$ cat src/rtl/dsp_cas_ctrl_pkg.sv
// Shared constants and types for the DSP cascade controller.
package dsp_cas_ctrl_pkg;

  localparam int unsigned DSP_LAT     = 4;   // AREG/BREG=2, MREG=1, PREG=1
  localparam int unsigned DSP_A_W     = 30;
  localparam int unsigned DSP_D_W     = 27;
  localparam int unsigned DSP_B_W     = 18;
  localparam int unsigned DSP_P_W     = 48;
  localparam int unsigned DSP_PACK_SH = 18;  // default offset of the high weight in the pre-adder sum
  localparam int unsigned LEN_W       = 16;

  typedef enum logic [1:0] {
    S_IDLE  = 2'd0,
    S_RUN   = 2'd1,
    S_DRAIN = 2'd2,
    S_DONE  = 2'd3
  } cas_state_e;

endpackage

$ cat src/rtl/dsp_cas_ctrl_skew.sv
// Depth-N register delay line used to skew DSP operands per cascade stage.
module dsp_skew_line #(
  parameter int unsigned W = 18,
  parameter int unsigned N = 1
) (
  input  logic         clk,
  input  logic         rst,
  input  logic [W-1:0] din,
  output logic [W-1:0] dout
);

  if (N == 0) begin : g_pass
    assign dout = din;
  end else begin : g_pipe
    logic [W-1:0] pipe_q [N];

    // Shift the operand one slot per cycle; reset flushes the whole line.
    always_ff @(posedge clk) begin
      if (rst) begin
        for (int k = 0; k < int'(N); k++) pipe_q[k] <= '0;
      end else begin
        pipe_q[0] <= din;
        for (int k = 1; k < int'(N); k++) pipe_q[k] <= pipe_q[k-1];
      end
    end

    assign dout = pipe_q[N-1];
  end

endmodule

$ cat src/rtl/dsp_cas_ctrl.sv
// Frame controller for a cascaded packed-weight DSP chain: issues skewed
// operands, tags beats through the chain latency and accumulates the two
// packed results unpacked from the last stage's P output.
module dsp_cas_ctrl #(
  parameter int unsigned CAS_NUM = 4,
  parameter int unsigned FEAT_W  = 8,
  parameter int unsigned WGT_W   = 8,
  parameter int unsigned PACK_SH = dsp_cas_ctrl_pkg::DSP_PACK_SH,
  parameter int unsigned ACC_W   = 32
) (
  input  logic                       I_clk,
  input  logic                       I_rst,
  input  logic                       I_start,
  input  logic [15:0]                I_len,
  input  logic                       I_vld,
  output logic                       O_rdy,
  input  logic [CAS_NUM*FEAT_W-1:0]  I_feature,
  input  logic [CAS_NUM*WGT_W-1:0]   I_weight_l,
  input  logic [CAS_NUM*WGT_W-1:0]   I_weight_h,
  output logic [CAS_NUM*18-1:0]      O_dsp_feature,
  output logic [CAS_NUM*30-1:0]      O_dsp_weight_l,
  output logic [CAS_NUM*27-1:0]      O_dsp_weight_h,
  input  logic [47:0]                I_dsp_p,
  output logic signed [ACC_W-1:0]    O_res_l,
  output logic signed [ACC_W-1:0]    O_res_h,
  output logic                       O_done,
  output logic                       O_busy
);

  import dsp_cas_ctrl_pkg::*;

  localparam int unsigned LAT = DSP_LAT + CAS_NUM - 1;

  cas_state_e              state_q, state_d;
  logic [LEN_W-1:0]        cnt_q, cnt_d;
  logic                    rdy_q, rdy_d;
  logic                    busy_q, busy_d;
  logic                    done_q, done_d;
  logic                    acc_clr;
  logic                    xfer;
  logic                    tag;
  logic [LAT-1:0]          vld_sr_q;
  logic signed [ACC_W-1:0] acc_l_q, acc_h_q;
  logic signed [ACC_W-1:0] unp_l, unp_h;

  assign xfer = I_vld & rdy_q;
  assign tag  = vld_sr_q[LAT-1];

  // Next-state, beat counter and registered-output decode.
  always_comb begin
    state_d = state_q;
    cnt_d   = cnt_q;
    acc_clr = 1'b0;
    case (state_q)
      S_IDLE: begin
        if (I_start) begin
          acc_clr = 1'b1;
          if (I_len != '0) begin
            cnt_d   = I_len;
            state_d = S_RUN;
          end else begin
            state_d = S_DONE;
          end
        end
      end
      S_RUN: begin
        if (xfer) begin
          cnt_d = cnt_q - LEN_W'(1);
          if (cnt_q == LEN_W'(1)) state_d = S_DRAIN;
        end
      end
      S_DRAIN: begin
        if (vld_sr_q == '0) state_d = S_DONE;
      end
      S_DONE:  state_d = S_IDLE;
      default: state_d = S_IDLE;
    endcase
    rdy_d  = (state_d == S_RUN);
    busy_d = (state_d != S_IDLE);
    done_d = (state_d == S_DONE);
  end

  // State register and registered control outputs.
  always_ff @(posedge I_clk) begin
    if (I_rst) begin
      state_q <= S_IDLE;
      cnt_q   <= '0;
      rdy_q   <= 1'b0;
      busy_q  <= 1'b0;
      done_q  <= 1'b0;
    end else begin
      state_q <= state_d;
      cnt_q   <= cnt_d;
      rdy_q   <= rdy_d;
      busy_q  <= busy_d;
      done_q  <= done_d;
    end
  end

  // Unpack P: the high field absorbs the borrow left by a negative low field.
  always_comb begin
    unp_l = ACC_W'($signed(I_dsp_p[PACK_SH-1:0]));
    unp_h = ACC_W'($signed(I_dsp_p[DSP_P_W-1:PACK_SH])) + ACC_W'(I_dsp_p[PACK_SH-1]);
  end

  // Beat tags follow the chain latency; tagged P values wrap into the accumulators.
  always_ff @(posedge I_clk) begin
    if (I_rst) begin
      vld_sr_q <= '0;
      acc_l_q  <= '0;
      acc_h_q  <= '0;
    end else begin
      vld_sr_q <= {vld_sr_q[LAT-2:0], xfer};
      if (acc_clr) begin
        acc_l_q <= '0;
        acc_h_q <= '0;
      end else if (tag) begin
        acc_l_q <= acc_l_q + unp_l;
        acc_h_q <= acc_h_q + unp_h;
      end
    end
  end

  for (genvar i = 0; i < int'(CAS_NUM); i++) begin : g_stage
    logic [DSP_B_W-1:0] feat_c;
    logic [DSP_A_W-1:0] wl_c;
    logic [DSP_D_W-1:0] wh_c;

    // Bubbles feed zero operands so the chain keeps advancing cleanly.
    always_comb begin
      feat_c = '0;
      wl_c   = '0;
      wh_c   = '0;
      if (xfer) begin
        feat_c = DSP_B_W'($signed(I_feature[i*FEAT_W +: FEAT_W]));
        wl_c   = DSP_A_W'($signed(I_weight_l[i*WGT_W +: WGT_W]));
        wh_c   = DSP_D_W'($signed(I_weight_h[i*WGT_W +: WGT_W])) << PACK_SH;
      end
    end

    dsp_skew_line #(.W(DSP_B_W), .N(i + 1)) u_skew_b (
      .clk (I_clk), .rst (I_rst), .din (feat_c),
      .dout(O_dsp_feature[i*DSP_B_W +: DSP_B_W])
    );
    dsp_skew_line #(.W(DSP_A_W), .N(i + 1)) u_skew_a (
      .clk (I_clk), .rst (I_rst), .din (wl_c),
      .dout(O_dsp_weight_l[i*DSP_A_W +: DSP_A_W])
    );
    dsp_skew_line #(.W(DSP_D_W), .N(i + 1)) u_skew_d (
      .clk (I_clk), .rst (I_rst), .din (wh_c),
      .dout(O_dsp_weight_h[i*DSP_D_W +: DSP_D_W])
    );
  end

  assign O_rdy   = rdy_q;
  assign O_busy  = busy_q;
  assign O_done  = done_q;
  assign O_res_l = acc_l_q;
  assign O_res_h = acc_h_q;

endmodule

$ cat config.mk
export PLATFORM = sky130hd
export DESIGN_NAME = dsp_cas_ctrl
export DESIGN_NICKNAME = d
export VERILOG_FILES = /design/src/rtl/dsp_cas_ctrl_pkg.sv /design/src/rtl/dsp_cas_ctrl_skew.sv /design/src/rtl/dsp_cas_ctrl.sv
export SDC_FILE = /design/constraint.sdc
export NUM_CORES = 1
export LEC_CHECK = 0
export BUFFER_PORTS_ARGS = -buffer_cell sky130_fd_sc_hd__buf_2
export CORE_AREA = 2 2 246 224
export DETAILED_ROUTE_END_ITERATION = 6
export DIE_AREA = 0 0 248 226
export PLACE_DENSITY = 0.83
export SLEW_MARGIN = 10
export SYNTH_ARGS = -nofsm -noshare
export SYNTH_HDL_FRONTEND = slang
export SYNTH_HIERARCHICAL = 1
export SYNTH_SLANG_ARGS = --single-unit
$ cat constraint.sdc
create_clock -name I_clk -period 3.87 [get_ports I_clk]
set_input_delay 0.5805 -clock I_clk [delete_from_list [all_inputs] [get_ports I_clk]]
set_output_delay 0.5805 -clock I_clk [all_outputs]
set_load 0.02 [all_outputs]
==> impl_metrics.csv <==
group,metric,value,unit
status,status,"complete, no violations",
detailed_routing,wl_per_cell,15.71,um
yosys,yosys.area_share.simple,23.85,%
floorplanning,ios,531,
sta,setup_tns,0,ns
critical_path,cp_slowest_stage_delay,0.42,ns
critical_path,cp_max_fo,5,
sta,rsz0062_at_grt,"false",
yosys,synth_fa_ha_area_share,2.908,%
pwr,p_leak,15.64,nW
cts,path_clk_slew,0.07,ns
critical_path,crit_path_end,"O_res_h[28]",
yosys,synthTopCellsByArea,"dfxtp_1 (58%), nor2b_1 (15%), buf_4 (3.9%)",
yosys,synth_compound_area_share,6.336,%
detailed_routing,drtIter0Drc,866,
sta,setup_ws,0.8720,ns
critical_path,end_kind,"flop",
detailed_routing,top_layer_used,"met5",
yosys,synth_edf_count,0,
yosys,syn_avg_cell_area,10.65,um2
detailed_routing,ant_nets,0,
pwr,powerDensity,529.9,nW/um2
cts,cts_tree,"done",
yosys,synthArstFlopShare,0,%
cts,ctsHoldBuffers,0,
yosys,synth_top_family_by_area,"simple AND/OR/NAND/NOR gates",
critical_path,crit_slowest_cell,"fa_1",
global_routing,antenna_found_initial,5,
yosys,synth_xor_area_share,1.231,%
critical_path,reg2regPathDepth,10,
detailed_routing,wl_met3,4.216,mm
sta,finalHoldViolations,0,
critical_path,critical_path.top_delay_family,"compound AO/OA/AOI/OAI gates",
yosys,synth_cells,2738,
yosys,synth.area.mux_share,0.8236,%
yosys,synth.distinct_cells,72,
detailed_routing,vias_per_cell,4.828,
sta,fin_crit_sh,77.47,%
yosys,ys_ff_latch,842,
final_layout,nFillCells,4068,
global_routing,overflow,0,
cts,cts_buffer_depth,3,
sta,fin_worst_hold_slack,0.3021,ns
yosys,yosys.area.top_type_share,57.79,%
floorplanning,die_h,226,um
critical_path,worst-path-buf-inv,0,
detailed_routing,dr.pass1.iters,6,
detailed_routing,vias,18940,
sta,min_period,2.998,ns
critical_path,crit_chain,"fa_1, fa_1, a21o_1, a21oi_1, nand2b_1, a21oi_1, or2_1, a31oi_1, or3_1, nand3_1",
critical_path,path_depth,10,
floorplanning,die_x,248,um
yosys,ys.flop_type,"dfxtp_1",
sta,max_freq,333.6,MHz
sta,fin_worst_skew,0.02761,ns
hold_path,min_path_type,"in -> reg",
final_layout,area_delta_synth_final,16.36,%
floorplanning,initial_core_util,54.41,%
place,dpl-instance-area,31210,um2
critical_path,arrival,3.51,ns
yosys,synth_warnings,6,
detailed_routing,drt_wl_total,61.64,mm
critical_path,crit_start,"O_res_h[0]",
critical_path,crit_type,"reg -> reg",
sta,max_slew_margin,34.48,%
critical_path,r2r_slack,0.87,ns
cts,cts_sinks,842,
critical_path,required,4.38,ns
cts,cts_htree_levels,3,
detailed_routing,drc_errors,0,
flow_run,cap_violations,0,
place,dp_hpwl,41.02,mm
global_routing,grt_first_pass_wirelength,95.32,mm
global_routing,grt_usage,21.46,%
sta,worst_pin_slew,0.9793,ns
floorplanning,core,53610,um2
detailed_routing,wl_met1,24.13,mm
pwr,ir_drop,623.1,uV
critical_path,critPathLaunchType,"flop",
cts,numCtsBuffers,80,
critical_path,timing.rr.end,"O_res_h[28]",
detailed_routing,wl_met2,30.98,mm
critical_path,worstReg2RegStart,"O_res_h[0]",
cts,clock_latency,0.63,ns
floorplanning,core.rowCount,81,
cts,post_cts_buffers,0,
final_layout,final_area,33940,um2
global_routing,grt_pass1_vias,18360,
yosys,synth_largest_area_cell,"dfxtp_1",
place,port_buffers,530,
final_layout,nets,3387,
sta,setup_viol,0,
sta,drv_slew,0,
place,gp_congestion,0.8985,
yosys,yosysSeqAreaShare,57.79,%
cts,cts_resized,0,
place,place_ws,0.4242,ns
floorplanning,die-area,56050,um2
yosys,synth_area,29170,um2
cts,cts_root_buf,"clkbuf_16",
global_routing,grt_max_degree,223,
final_layout,drive_gt1_share,22.97,%
per-stage QoR:
stage               std cells  total power, mW  utilization, %
floorplan                2809            9.948               -
global placement         3780            10.21           58.21
detailed placement       3780            10.24           58.21
CTS                      3922            18.14           63.30
global route             3923            18.63           63.30
finish                   3924            17.98           63.31
cells in the mapped netlist, types with 3 or more instances:
| cell type | instances |
|---|---|
| nor3_1 | 14 |
| buf_4 | 152 |
| a31oi_1 | 10 |
| o21ai_0 | 33 |
| nor4_1 | 7 |
| and2b_1 | 7 |
| inv_1 | 19 |
| o41ai_1 | 4 |
| o211ai_1 | 6 |
| buf_2 | 36 |
| xor2_1 | 17 |
| a31o_1 | 3 |
| and2_1 | 6 |
| o21a_1 | 6 |
| and2b_2 | 13 |
| mux2i_1 | 24 |
| nor2b_1 | 710 |
| nand2_1 | 95 |
| a211oi_1 | 16 |
| a32o_1 | 3 |
| nor2_1 | 97 |
| or3_1 | 15 |
| nand3_1 | 35 |
| buf_6 | 39 |
| nand2b_1 | 9 |
| a22oi_1 | 7 |
| and3_1 | 106 |
| clkbuf_1 | 53 |
| a211o_1 | 3 |
| fa_1 | 3 |
| nand4_1 | 16 |
| o21ai_1 | 28 |
| o31ai_1 | 6 |
| nor2b_2 | 34 |
| ha_1 | 63 |
| or4_1 | 3 |
| xnor2_1 | 24 |
| buf_1 | 7 |
| a21o_1 | 31 |
| dfxtp_1 | 842 |
| a21boi_0 | 3 |
| o22ai_1 | 7 |
| a21oi_1 | 80 |
| o21bai_1 | 6 |
sequential cells by signal (all words and copies together) (netlist names):
register                        cells
g_stage.u_skew_a/g_pipe.pipe_q    300
g_stage.u_skew_d/g_pipe.pipe_q    270
g_stage.u_skew_b/g_pipe.pipe_q    180
O_res_h                            32
O_res_l                            32
cnt_q                              16
vld_sr_q                            7
state_q                             2
O_busy                              1
O_done                              1
O_rdy                               1
layout by cell type (no fill, tap or decap), drive strengths merged, types with 21 or more instances in the layout:
cell,Yosys,layout
dfxtp,842,842
nor2b,744,744
buf,234,553
clkbuf,53,109
and3,106,106
nor2,97,97
nand2,95,95
a21oi,82,82
conb,1,72
ha,63,63
o21ai,61,61
nand3,35,35
a21o,31,31
xnor2,24,24
mux2i,24,24
clkinv,0,23
inv,19,21
power breakdown:
group          internal, mW  switching [mW]
logic                 0.415           0.669
registers              8.89          0.0953
clock network          4.64            3.27
how the worst min path moves through the flow:
stage | cells past startpoint | to | slack [ns] | start
after floorplan | 1 | g_stage[1].u_skew_a/g_pipe.pipe_q[0][30] | 0.41 | g_stage[1].u_skew_a/g_pipe.pipe_q[0][0]
after global placement | 1 | g_stage[1].u_skew_a/g_pipe.pipe_q[0][35] | 0.41 | g_stage[1].u_skew_a/g_pipe.pipe_q[0][5]
after detailed placement | 1 | g_stage[3].u_skew_d/g_pipe.pipe_q[1][8] | 0.42 | g_stage[3].u_skew_d/g_pipe.pipe_q[0][8]
after CTS | 3 | g_stage[2].u_skew_d/g_pipe.pipe_q[0][22] | 0.26 | I_weight_h[20]
after global routing | 3 | g_stage[2].u_skew_a/g_pipe.pipe_q[0][1] | 0.29 | I_weight_l[17]
final | 3 | g_stage[2].u_skew_d/g_pipe.pipe_q[0][22] | 0.30 | I_weight_h[20]
worst reg2reg max path: stages (launching register included):
cell      delay [ns]
dfxtp_1         0.33
fa_1            0.41
fa_1            0.42
a21o_1          0.20
a21oi_1         0.22
nand2b_1        0.18
a21oi_1         0.11
or2_1           0.33
a31oi_1         0.42
or3_1           0.20
nand3_1         0.08
metal layers:
metal  vias to the layer above  GRT usage [%]
li1                       9534              -
met2                       563          38.17
met4                         4          9.195
met5                         -              0
met1                      8685          23.91
met3                       158          5.930
kinds of logic after synthesis:
kind of cell / count (synthesis)
other: 1
buffers and inverters: 306
flip-flops: 842
AO/OA/AOI/OAI: 284
AND/OR/NAND/NOR: 1174
multiplexers: 24
XOR/XNOR: 41
adder cells (fa/ha/maj): 66
cell type report:
cell class | instances | area (um2) | area share [%]
well taps | 705 | 882.1 | 2.599
flip-flops and latches | 842 | 16860 | 49.67
diodes | 2 | 5.005 | 0.01475
clock inverters | 33 | 488.0 | 1.438
multi-input cells | 1661 | 10520 | 31.00
inverters | 19 | 71.32 | 0.2101
clock buffers | 109 | 2241 | 6.603
repair buffers | 553 | 2873 | 8.464
(Power assumes the default switching activity.)
